--- config.mk ---
export PLATFORM = sky130hd
export DESIGN_NAME = point_test_sb_arbiter
export DESIGN_NICKNAME = d
export VERILOG_FILES = /design/src/rtl/point_test_sb_arbiter.sv
export SDC_FILE = /design/constraint.sdc
export NUM_CORES = 1
export LEC_CHECK = 0
export CAP_MARGIN = 20
export CORE_AREA = 8 8 78 80
export DETAILED_ROUTE_END_ITERATION = 8
export DIE_AREA = 0 0 86 88
export PLACE_DENSITY_LB_ADDON = 0.1
export SLEW_MARGIN = 20
export SYNTH_ARGS = -nofsm -noshare
export SYNTH_HDL_FRONTEND = slang
export SYNTH_SLANG_ARGS = --single-unit
export TNS_END_PERCENT = 50
--- constraint.sdc ---
create_clock -name clk -period 2.1 [get_ports clk]
set_input_delay 0.63 -clock clk [delete_from_list [all_inputs] [get_ports clk]]
set_output_delay 0.63 -clock clk [all_outputs]
set_load 0.03 [all_outputs]
--- src/rtl/point_test_sb_arbiter.sv ---
// Shares the sideband transmit channel between the TX and RX point-test FSMs.
// Fixed TX priority, payload latched at grant, per-owner completion pulse, accept watchdog.
module point_test_sb_arbiter #(
    parameter int TIMEOUT_W = 10
) (
    input  logic        clk,
    input  logic        rst_n,
    input  logic        i_en,
    input  logic        i_valid_tx,
    input  logic [3:0]  i_sideband_message_tx,
    input  logic [15:0] i_sideband_data_tx,
    input  logic        i_msg_info_tx,
    input  logic        i_data_valid_tx,
    input  logic        i_valid_rx,
    input  logic [3:0]  i_sideband_message_rx,
    input  logic [15:0] i_sideband_data_rx,
    input  logic        i_msg_info_rx,
    input  logic        i_data_valid_rx,
    input  logic        i_sb_busy,
    output logic [3:0]  o_sideband_message,
    output logic [15:0] o_sideband_data,
    output logic        o_msg_info,
    output logic        o_valid,
    output logic        o_data_valid,
    output logic        o_busy_negedge_tx,
    output logic        o_busy_negedge_rx,
    output logic        o_grant,
    output logic        o_timeout
);

    // Handshake: a requester holds valid until its busy_negedge pulse; towards the
    // serializer o_valid stays high from grant until busy falls, busy high = accepted.
    typedef enum logic [2:0] {
        IDLE  = 3'd0,
        GRANT = 3'd1,
        SEND  = 3'd2,
        DONE  = 3'd3,
        ERROR = 3'd4
    } state_t;

    localparam logic [TIMEOUT_W-1:0] WD_ONE  = {{(TIMEOUT_W-1){1'b0}}, 1'b1};
    localparam logic [TIMEOUT_W-1:0] WD_MAX  = '1;
    localparam logic [TIMEOUT_W-1:0] WD_LAST = WD_MAX - WD_ONE;

    state_t                 state;
    state_t                 state_nxt;
    logic                   busy_d;
    logic [TIMEOUT_W-1:0]   wd_cnt;
    logic                   owner;
    logic [3:0]             msg_q;
    logic [15:0]            data_q;
    logic                   info_q;
    logic                   dv_q;
    logic                   busy_fall;
    logic                   wd_expire;

    assign busy_fall = busy_d & ~i_sb_busy;
    // The increment that makes the counter all-ones is the one that trips the watchdog.
    assign wd_expire = (wd_cnt == WD_LAST);

    always_ff @(posedge clk or negedge rst_n) begin
        if (!rst_n) begin
            state <= IDLE;
        end else begin
            state <= state_nxt;
        end
    end

    always_comb begin
        state_nxt = state;
        if (!i_en) begin
            state_nxt = IDLE;
        end else begin
            case (state)
                IDLE:    if (i_valid_tx || i_valid_rx) state_nxt = GRANT;
                GRANT: begin
                    if (i_sb_busy)      state_nxt = SEND;
                    else if (wd_expire) state_nxt = ERROR;
                end
                SEND:    if (busy_fall) state_nxt = DONE;
                DONE:    state_nxt = IDLE;
                ERROR:   state_nxt = ERROR;
                default: state_nxt = IDLE;
            endcase
        end
    end

    always_comb begin
        o_sideband_message = 4'd0;
        o_sideband_data    = 16'd0;
        o_msg_info         = 1'b0;
        o_valid            = 1'b0;
        o_data_valid       = 1'b0;
        o_busy_negedge_tx  = 1'b0;
        o_busy_negedge_rx  = 1'b0;
        o_grant            = 1'b0;
        o_timeout          = 1'b0;
        case (state)
            GRANT, SEND: begin
                o_sideband_message = msg_q;
                o_sideband_data    = data_q;
                o_msg_info         = info_q;
                o_valid            = 1'b1;
                o_data_valid       = dv_q;
                o_grant            = owner;
            end
            DONE: begin
                o_grant           = owner;
                o_busy_negedge_tx = ~owner;
                o_busy_negedge_rx = owner;
            end
            ERROR:   o_timeout = 1'b1;
            default: ;
        endcase
    end

    always_ff @(posedge clk or negedge rst_n) begin
        if (!rst_n) begin
            busy_d <= 1'b0;
        end else begin
            busy_d <= i_sb_busy;
        end
    end

    always_ff @(posedge clk or negedge rst_n) begin
        if (!rst_n) begin
            wd_cnt <= '0;
        end else if (i_en && state == GRANT && !i_sb_busy) begin
            wd_cnt <= wd_cnt + WD_ONE;
        end else begin
            wd_cnt <= '0;
        end
    end

    // Payload is captured only on the IDLE->GRANT transition; later requester changes are ignored.
    always_ff @(posedge clk or negedge rst_n) begin
        if (!rst_n) begin
            owner  <= 1'b0;
            msg_q  <= 4'd0;
            data_q <= 16'd0;
            info_q <= 1'b0;
            dv_q   <= 1'b0;
        end else if (state == IDLE && state_nxt == GRANT) begin
            if (i_valid_tx) begin
                owner  <= 1'b0;
                msg_q  <= i_sideband_message_tx;
                data_q <= i_sideband_data_tx;
                info_q <= i_msg_info_tx;
                dv_q   <= i_data_valid_tx;
            end else begin
                owner  <= 1'b1;
                msg_q  <= i_sideband_message_rx;
                data_q <= i_sideband_data_rx;
                info_q <= i_msg_info_rx;
                dv_q   <= i_data_valid_rx;
            end
        end
    end

endmodule

Word-level counts from Yosys, hierarchy flattened

Cells that the tools add are included.

Input bits: 50
Register bits after elaboration: 37
Output and inout port bits: 27

Reduce and logical (&&, ||, !) cells: 8
Add/subtract/negate cells: 1
Bitwise gates (word level): 3
Equal/unequal tests: 6
Mux-type cells: 21

Operator list:

| operator                                                               | count |
|---|---|
| 16-bit two-way mux                                                     | 2 |
| 3-bit two-way mux                                                      | 5 |
| 3-bit one-hot mux with 4 select lines                                  | 1 |
| 10-bit by 1-bit adder with 10-bit output (second input constant)       | 1 |
| 10-bit equality test (second input constant)                           | 1 |
| 1-bit two-way mux                                                      | 10 |
| 10-bit two-way mux                                                     | 1 |
| 4-bit two-way mux                                                      | 2 |
| 3-bit by 1-bit equality test with 1-bit output (second input constant) | 2 |
| 3-bit by 2-bit equality test with 1-bit output (second input constant) | 2 |
| 3-bit equality test (second input constant)                            | 1 |
| 1-bit logical AND                                                      | 3 |
| 3-bit logical NOT                                                      | 1 |
| 3-bit OR reduction                                                     | 1 |
| 1-bit NOT                                                              | 2 |
| 2-bit OR reduction                                                     | 1 |
| 1-bit bitwise AND                                                      | 1 |
| 1-bit logical NOT                                                      | 1 |
| 1-bit logical OR                                                       | 1 |

Depth between registers and ports, before layout

Gate-level depths: netlist of the first run.

Word-level depth: 7
Depth in mapped cells: 6
Depth with buffers taken out: 5

Least setup slack after synthesis of the first run

OpenSTA, ideal clock, no wires.

Kind: flip-flop to output port
Start point: register state[1]
End point: output port o_sideband_data[10]
Cell stages (with the launch flop): 5
Data required time: 1.470 ns
Data arrival time: 1.628 ns
Slack: -0.158 ns
Path through: dfrtp_1 -> nand2b_1 -> a21oi_1 -> clkbuf_1 -> and2_1

Cells in the longest elaborated chain, start to end: 3

RTL lines:

| element                                                                                                          | line | RTL |
|---|---|---|
| from (decl)                                                                                                      | 45   | `state_t state;` |
| from (signal assigned)                                                                                           | 65   | `state <= state_nxt;` |
| 3-bit by 1-bit equality test with 1-bit output or 3-bit by 2-bit equality test with 1-bit output (tied branches) | 98   | `case (state)` |
| 2-bit OR reduction *                                                                                             | 98   |  |
| 16-bit two-way mux *                                                                                             | 98   |  |
| to (decl)                                                                                                        | 21   | `output logic [15:0] o_sideband_data,` |

Mark *: on every way between the ends. The rest lies on a longest branch, timed or not.

Worst setup path after layout of the first run

Start point: register state[1]
End point: output port o_sideband_message[0]

Cells in the longest elaborated chain, start to end: 3

RTL lines:

| element                                                                                                          | line | RTL |
|---|---|---|
| 3-bit by 1-bit equality test with 1-bit output or 3-bit by 2-bit equality test with 1-bit output (tied branches) | 98   |  |
| 2-bit OR reduction *                                                                                             | 98   |  |
| 4-bit two-way mux *                                                                                              | 98   |  |
| to (decl)                                                                                                        | 20   | `output logic [3:0] o_sideband_message,` |

Marked as above.

==> results of run 1 <==
stage by stage:
step,std cells,util [%],instance area (µm²),hold WS (ps),worst slack [ps]
after floorplan,174,-,2080,334,23.1
after global placement,320,58.4,2870,479,-229
after detailed placement,320,58.4,2870,485,-241
after CTS,329,62.9,3090,395,-80.8
after global routing,332,64.0,3140,411,-178
final,332,64.0,3140,374,-97.5
layout make-up:
cell class / instances / area, µm²
inverter: 5 / 18.8
sequential: 37 / 927
clock buffer: 7 / 86.3
fill: 386 / 1770
multi-input combinational: 123 / 1110
tap: 70 / 87.6
clock inverter: 1 / 30.0
timing repair buffer: 89 / 882
power by group through the flow:
stage	logic (mW)	clock network, mW	registers (mW)
2_1_floorplan	0.577	0	0.912
3_3_place_gp	0.864	0	0.932
3_5_place_dp	0.874	0	0.933
4_1_cts	0.955	0.650	0.918
5_1_grt	1.07	0.674	0.950
6_report	1.01	0.632	0.924
cells in the mapped netlist, types with 2 or more instances:
cell type	number	area, µm²
nand4_1	3	18.8
nor3_1	4	20.0
and2_1	23	144
nand2_1	4	15.0
buf_12	2	40.0
inv_1	5	18.8
mux2_2	25	282
xnor2_1	2	17.5
nor2_1	7	26.3
a21oi_1	7	35.0
clkbuf_1	4	15.0
nand3_1	4	20.0
buf_2	2	10.0
ha_1	2	25.0
mux2_4	19	285
dfrtp_1	37	926
nand2b_1	2	12.5
or3_1	5	31.3
o21ai_0	4	20.0
state kept, by name, indices dropped and copies added, names as in the netlist:
name / flops
busy_d: 1
data_q: 16
dv_q: 1
info_q: 1
msg_q: 4
owner: 1
state: 3
wd_cnt: 10
cell usage in the layout (no fill, tap or decap), drive strengths merged, types with 3 or more instances in the layout:
cell / instances
nand2b: 3
nand4: 3
mux2: 44
o21ai: 4
clkdlybuf4s50: 48
clkbuf: 10
and2: 23
nand3: 4
buf: 38
nand2: 4
inv: 5
a21oi: 7
or3: 5
dfrtp: 37
nor2: 7
nor3: 4
how the worst max path moves through the flow:
stage	cells past startpoint	to	slack [ps]	from
after CTS	5	o_sideband_data[2]	-80	state[1]$_DFF_PN0_
after global placement	5	data_q[1]$_DFFE_PN0P_	-230	i_en
after detailed placement	5	data_q[9]$_DFFE_PN0P_	-240	i_en
after floorplan	4	o_sideband_data[10]	20	state[1]$_DFF_PN0_
final	5	o_sideband_message[0]	-100	state[1]$_DFF_PN0_
after global routing	6	o_sideband_message[0]	-180	state[0]$_DFF_PN0_
critical path, cell delays in order (launching register included):
cell and delay, ps:
dfrtp_2 460, nand2b_4 170, a21oi_4 190, buf_6 170
and2_1 140, buf_6 130
cells by family (layout without fill, tap and decap cells):
family,after synthesis,after routing,synth area share (%)
AO/OA/AOI/OAI,15,15,4.33
XOR/XNOR,3,3,1.26
adder cells (fa/ha/maj),2,2,1.20
buffers and inverters,14,102,4.57
flip-flops,37,37,44.5
multiplexers,45,45,27.7
AND/OR/NAND/NOR,58,58,16.4
timing repair:
action,CTS,global route
endpoints found under the setup margin,27,26
setup buffers,1,1
resized for setup,32,29
gates cloned,0,2
pin swaps,0,10
per-layer routing:
layer	vias up	routed length (µm)
met4	0	91
met5	-	0
li1	785	-
met2	44	2380
met1	784	2340
met3	7	271
==> out/metrics.cfg, run 1 <==
[outcome]
status=complete, but fails checks
violations=negative setup slack

[floorplanning]
fp.coreArea_um2=4910
die_y_um=88
start_util_pct=42.4
die-area_um2=7570
ioPinCount=77
die_w_um=86
rows=26

[critical_path]
crit_arrival_ps=1570
worst-path-max-fanout=11
worstSetupEndpointType=output port
worstPathRequired_ps=1470
startpoint_type=flip-flop
timing.rr.end=data_q[9]$_DFFE_PN0P_
r2r_cells=4
worstReg2RegStart=state[2]$_DFF_PN0_
r2r_slack_ps=330
crit_type=reg -> out

[grt]
use_met3_pct=3.75
grt.overflow.total=0
grt_pass1_wl_um=8080
met1_usage_pct=17.2
gr-usage-all-layers_pct=13.7
antenna_found_initial=0
globalRouteMet2Util_pct=21.0
grt_max_degree=38
busiest_layer=met2
first_global_vias=1607

[synth]
synth_cells=174
ys_ff_latch=37
ys_seq_area_share_pct=44.5
netlist_area_um2=2080
async_reset_ff_share_pct=100
yosysWarnings=0
synth_edf_count=0
syn_avg_cell_area_um2=12.0
ys.flop_type=dfrtp_1
synth_nets=226
synth_cell_types=32

[finish]
fin_nets=313
drive_above_1_share_pct=41.6
syn_to_final_growth_pct=51.1
antennaDiodeCount=0

[route]
drc=0
drt_iter0_markers=36
wl_per_cell_um=15.3
drt_wl_total_um=5080
drt_first_pass_iters=4
vias=1620
viasPerCell=4.88
postRouteAntennaNets=0

[cts]
root_buffer=clkbuf_8
clock_path_buffers=2
cts.sinks=37
clk_latency_ps=290
tritoncts.num_buffers=5
cts_tree=yes
clk_pin_slew_ps=70
h-tree-depth=2
ctsHoldBuffers=0

[power]
p_leak_nw=1.40
ir_worst_vdd_mv=0.507
powerDensity_nw_per_um2=816
clkPwrFrac_pct=24.7
switching_share_pct=29.2
power.internal_mw=1.81
power.total_mw=2.56
switchingPower_mw=0.750
p_comb_share_pct=39.3
pwr-share-seq_pct=36.0

[sta]
setup_violations=22
fin_crit_sh_pct=105
clock_skew_ps=5.05
worstMarginPinSlew_ps=475
rsz0062_at_grt=true
fmax_ghz=0.455
fin_tns_setup_ps=-1830
slew_viol_final=0
hold_viol_final=0
fin_ws_ps=-97.5
period_needed_ps=2200
slew_headroom_pct=68.3

[run]
cap_viol_max_count=0

[placed_design]
io_buffers=76
place.gp.congestion=0.732
hpwl_um=3560

[min_path]
hp-class=in -> async

(Power assumes the default switching activity.)
==> run 2, diff against run 1 <==
GPL_TIMING_DRIVEN = 0   (was unset)
==> out/metrics.cfg, run 2 (synthesis gave the netlist of run 1 again) <==
[outcome]
status=complete, but fails checks
violations=negative setup slack

[sta]
fmax_ghz=0.442
fin_crit_sh_pct=108
slew_headroom_pct=69.2
slew_viol_final=0
fin_tns_setup_ps=-2980
worstMarginPinSlew_ps=462
fin_ws_ps=-163
fin_hold_ws_ps=287
hold_viol_final=0
period_needed_ps=2260
setup_violations=23
rsz0062_at_grt=true
clock_skew_ps=4.99

[cts]
root_buffer=clkbuf_8
cts_tree=yes
clk_pin_slew_ps=70
tritoncts.num_buffers=5
h-tree-depth=2
clock_path_buffers=2
cts.sinks=37
clk_latency_ps=290

[power]
clkPwrFrac_pct=21.1
ir_worst_vdd_mv=0.445
pwr-share-seq_pct=36.4
switchingPower_mw=0.762
power.internal_mw=1.78
powerDensity_nw_per_um2=787
p_leak_nw=1.46
power.total_mw=2.55
switching_share_pct=29.9
p_comb_share_pct=42.5

[route]
drc=0
wl_per_cell_um=15.1
drt_first_pass_iters=4
viasPerCell=4.76
drt_iter0_markers=30
postRouteAntennaNets=0
vias=1610
drt_wl_total_um=5110

[floorplanning]
ioPinCount=77
rows=26
fp.coreArea_um2=4910
die_y_um=88
die_w_um=86
die-area_um2=7570
start_util_pct=42.4

[critical_path]
worstSetupEndpointType=output port
worstPathRequired_ps=1470
crit_type=reg -> out
crit_arrival_ps=1630
worst-path-max-fanout=5
startpoint_type=flip-flop

[finish]
final_common_cell=clkdlybuf4s50_1
final_cell_count_no_fill=338
largest_reg_flops=16
syn_to_final_growth_pct=55.4
reg_top3=data_q (16), wd_cnt (10), msg_q (4)
fin_nets=319
ff_latch_area_um2=928
nFillCells=404
antennaDiodeCount=0
final_cell_mix=clkdlybuf4s50_1, dfrtp_1, buf_6
largest-register=data_q
drive_above_1_share_pct=46.3
multi_input_area_um2=1130

[grt]
antenna_found_initial=0
gr-usage-all-layers_pct=13.9
grt_max_degree=20
first_global_vias=1655
grt_pass1_wl_um=8270
grt.overflow.total=0

[run]
cap_viol_max_count=0

[placed_design]
dp.cells=320
hpwl_um=3730
place.gp.congestion=0.800
io_buffers=75

[min_path]
hp-class=in -> async

run 2: repair_timing:
action                                 CTS  global route
pin swaps                                6             8
endpoints found under the hold margin    0             0
resized for setup                      180            30
cloned                                   1             0
setup endpoints to repair               46            26
buffers inserted                         5             5
hold buffers                             0             0
run 2: cell type report:
class / count / share of cell area, %
clock inverter: 1 / 0.155
buffer: 9 / 3.02
inverter: 5 / 0.580
multi-input combinational: 123 / 35.0
clock buffer: 7 / 2.98
sequential: 37 / 28.7
tap: 70 / 2.71
timing repair buffer: 86 / 26.8
run 2: metrics by stage:
stage               setup slack [ps]  area (µm²)  utilization [%]
floorplan                       23.1        2080                -
global placement                -775        2920             59.4
detailed placement              -799        2940             59.9
CTS                             -209        3160             64.3
global route                    -229        3230             65.8
finish                          -163        3230             65.8
run 2: layer usage:
metal / track usage (%) / share of wire (%) / vias up
met5: 0 / 0 / -
met4: 5.73 / 1.4 / 0
met3: 4.13 / 5.3 / 8
met2: 22.0 / 48 / 41
met1: 17.3 / 45 / 768
li1: - / - / 793
run 2: worst paths after layout:
check	cells past startpoint	from	slack (ps)	to
max	5	state[1]$_DFF_PN0_	-160	o_sideband_data[0]
min	1	rst_n	290	data_q[4]$_DFFE_PN0P_
max reg2reg	5	state[2]$_DFF_PN0_	250	msg_q[3]$_DFFE_PN0P_
min reg2reg	1	data_q[6]$_DFFE_PN0P_	510	data_q[6]$_DFFE_PN0P_
max in group asynchronous	2	rst_n	1360	state[0]$_DFF_PN0_
min in group clk	1	data_q[6]$_DFFE_PN0P_	510	data_q[6]$_DFFE_PN0P_
run 2: power by group through the flow:
stage / sequential, mW / clock [mW] / combinational, mW
final: 0.928 / 0.536 / 1.08
after global routing: 0.946 / 0.590 / 1.14
after global placement: 0.923 / 0 / 0.912
after floorplan: 0.912 / 0 / 0.577
after CTS: 0.921 / 0.555 / 1.02
after detailed placement: 0.931 / 0 / 0.919
run 2: worst max-delay path, stage by stage, from the launching register on:
cell      delay [ps]
dfrtp_2          440
nand2b_4         160
a21oi_4          270
clkbuf_8         210
and2_4           130
buf_6            120
==> run 3, diff against run 2 <==
ABC_AREA = 1   (was unset)
CORE_AREA = 8 8 79 81   (was 8 8 78 80)
DIE_AREA = 0 0 87 89   (was 0 0 86 88)
==> out/metrics.cfg, run 3 <==
[power]
powerDensity_nw_per_um2=753
power.internal_mw=1.59
ir_worst_vdd_mv=0.402
p_comb_share_pct=40.8
switching_share_pct=37.0
power.total_mw=2.52
pwr-share-seq_pct=37.5
p_leak_nw=1.63
switchingPower_mw=0.932
clkPwrFrac_pct=21.7

[synth]
yosys-top-cells-area=dfrtp_1, nand2_1, nor2_1
synth_nets=368
netlist_area_um2=2150
synth_cell_types=23
yosysWarnings=0
synth_cells=316
syn_avg_cell_area_um2=6.82
async_reset_ff_share_pct=100
ys_ff_latch=37
ys.flop_type=dfrtp_1
synth_largest_area_cell=dfrtp_1
synth.most_common_cell=nand2_1
ys_seq_area_share_pct=43.0
synth_top_area_share_pct=43.0
synthTopCellsByCount=nand2_1, nor2_1, dfrtp_1, inv_1, nand4_1
synth_edf_count=0

[route]
drt_wl_total_um=6070
vias=2238
postRouteAntennaNets=0
drc=0
wl_per_cell_um=12.8
met2_length_um=2940
dr_wl_met3_um=365
drt_iter0_markers=60
viasPerCell=4.71
maxUsedRoutingLayer=met4
drt_first_pass_iters=4
wl_met1_um=2690

[finish]
final_common_cell=nand2_1
largest-register=data_q
antennaDiodeCount=0
fin_nets=456
reg_top3=data_q (16), wd_cnt (10), msg_q (4)
syn_to_final_growth_pct=55.2
largest_reg_flops=16
final_cell_mix=nand2_1, clkdlybuf4s50_1, inv_1, dfrtp_1, nand4_1
drive_above_1_share_pct=19.8
nFillCells=446

[critical_path]
worst-path-max-fanout=10
crit_arrival_ps=1510
cp_slowest_cell=dfrtp_1
worst_path_largest_cell_delay_ps=380
worstSetupEndpointType=output port
r2r_cells=12
worstPathRequired_ps=1470
crit_type=reg -> out
startpoint_type=flip-flop
worstPathCellList=inv_2 -> nor2_4 -> nand2_2 -> nand2_4 -> inv_6 -> buf_12 -> nor2_2 -> buf_4

[placed_design]
place.gp.congestion=0.781
hpwl_um=4560
io_buffers=75
place_worst_setup_slack_ps=-423

[floorplanning]
fp.coreArea_um2=4980
die_w_um=87
ioPinCount=77
die-area_um2=7740
start_util_pct=43.3
rows=26
die_y_um=89

[cts]
clk_latency_ps=280
cts_tree=yes
clk_pin_slew_ps=80
cts.sinks=37
tritoncts.num_buffers=5
root_buffer=clkbuf_8
h-tree-depth=2
clock_path_buffers=2

[outcome]
violations=negative setup slack
status=complete, but fails checks

[run]
cap_viol_max_count=0

[grt]
grt_pass1_wl_um=9940
first_global_vias=2206
grt_max_degree=22
gr-usage-all-layers_pct=16.3
grt.overflow.total=0
antenna_found_initial=0

[sta]
slew_headroom_pct=68.0
fin_crit_sh_pct=102
hold_viol_final=0
fmax_ghz=0.468
clock_skew_ps=6.04
fin_hold_ws_ps=283
slew_viol_final=0
worstMarginPinSlew_ps=480
fin_ws_ps=-35.7
setup_violations=19
period_needed_ps=2140
rsz0062_at_grt=true

[min_path]
hp-class=in -> async

-- run 3: power groups by stage --
stage | clock network (mW) | registers [mW] | logic [mW]
2_1_floorplan | 0 | 0.935 | 0.515
5_1_grt | 0.601 | 0.964 | 1.13
3_5_place_dp | 0 | 0.956 | 0.854
3_3_place_gp | 0 | 0.951 | 0.838
6_report | 0.546 | 0.945 | 1.03
4_1_cts | 0.564 | 0.944 | 0.900
-- run 3: path summary, 6_finish.rpt --
check	startpoint	to	slack (ps)
worst max-delay path	state[0]$_DFF_PN0_	o_sideband_data[11]	-40
worst min-delay path	rst_n	data_q[13]$_DFFE_PN0P_	280
worst max register to register	state[0]$_DFF_PN0_	data_q[11]$_DFFE_PN0P_	400
worst min register to register	data_q[9]$_DFFE_PN0P_	data_q[9]$_DFFE_PN0P_	470
max in group asynchronous	rst_n	state[1]$_DFF_PN0_	1360
min in group clk	data_q[9]$_DFFE_PN0P_	data_q[9]$_DFFE_PN0P_	470
-- run 3: kinds of logic after synthesis --
family,after synthesis,synth area share (%)
buf+inv,54,10.7
fa+ha+maj,2,1.16
xor+xnor,1,0.407
flops,37,43.0
compound gates,11,2.67
simple gates,211,42.0
-- run 3: final cells by class --
class	instances	area (µm²)	area share [%]
Multi-Input combinational cell	225	1140	34.1
Clock buffer	7	96.3	2.88
Clock inverter	1	5.00	0.150
Timing Repair Buffer	81	822	24.6
Buffer	15	115	3.44
Tap cell	70	87.6	2.62
Sequential cell	37	927	27.7
Inverter	39	151	4.53
-- run 3: per-layer routing --
layer,vias to the layer above,global-route usage [%]
li1,1163,-
met1,1010,19.8
met2,59,27.0
met3,6,4.96
met4,0,5.16
met5,-,0
-- run 3: per-stage QoR --
stage,util [%],std cells,instance area [µm²],TNS (ps)
after CTS,63.8,472,3170,-648
after floorplan,-,316,2150,-2100
final,67.2,475,3340,-283
after detailed placement,60.6,462,3020,-8810
after global placement,60.1,461,2990,-26590
after global routing,67.2,475,3340,-2070
-- run 3: critical path: cells and delay by family, from the launching register on --
kind	cells	cell delay (ps)
flops	1	380
simple gates	4	390
buf+inv	4	440
-- run 3: repair_timing --
item / CTS / global route
pin swaps: 1 / 2
endpoints found under the setup margin: 27 / 24
endpoints found under the hold margin: 0 / 0
setup buffers: 2 / 3
gates resized for setup: 166 / 48
hold buffers: 0 / 0
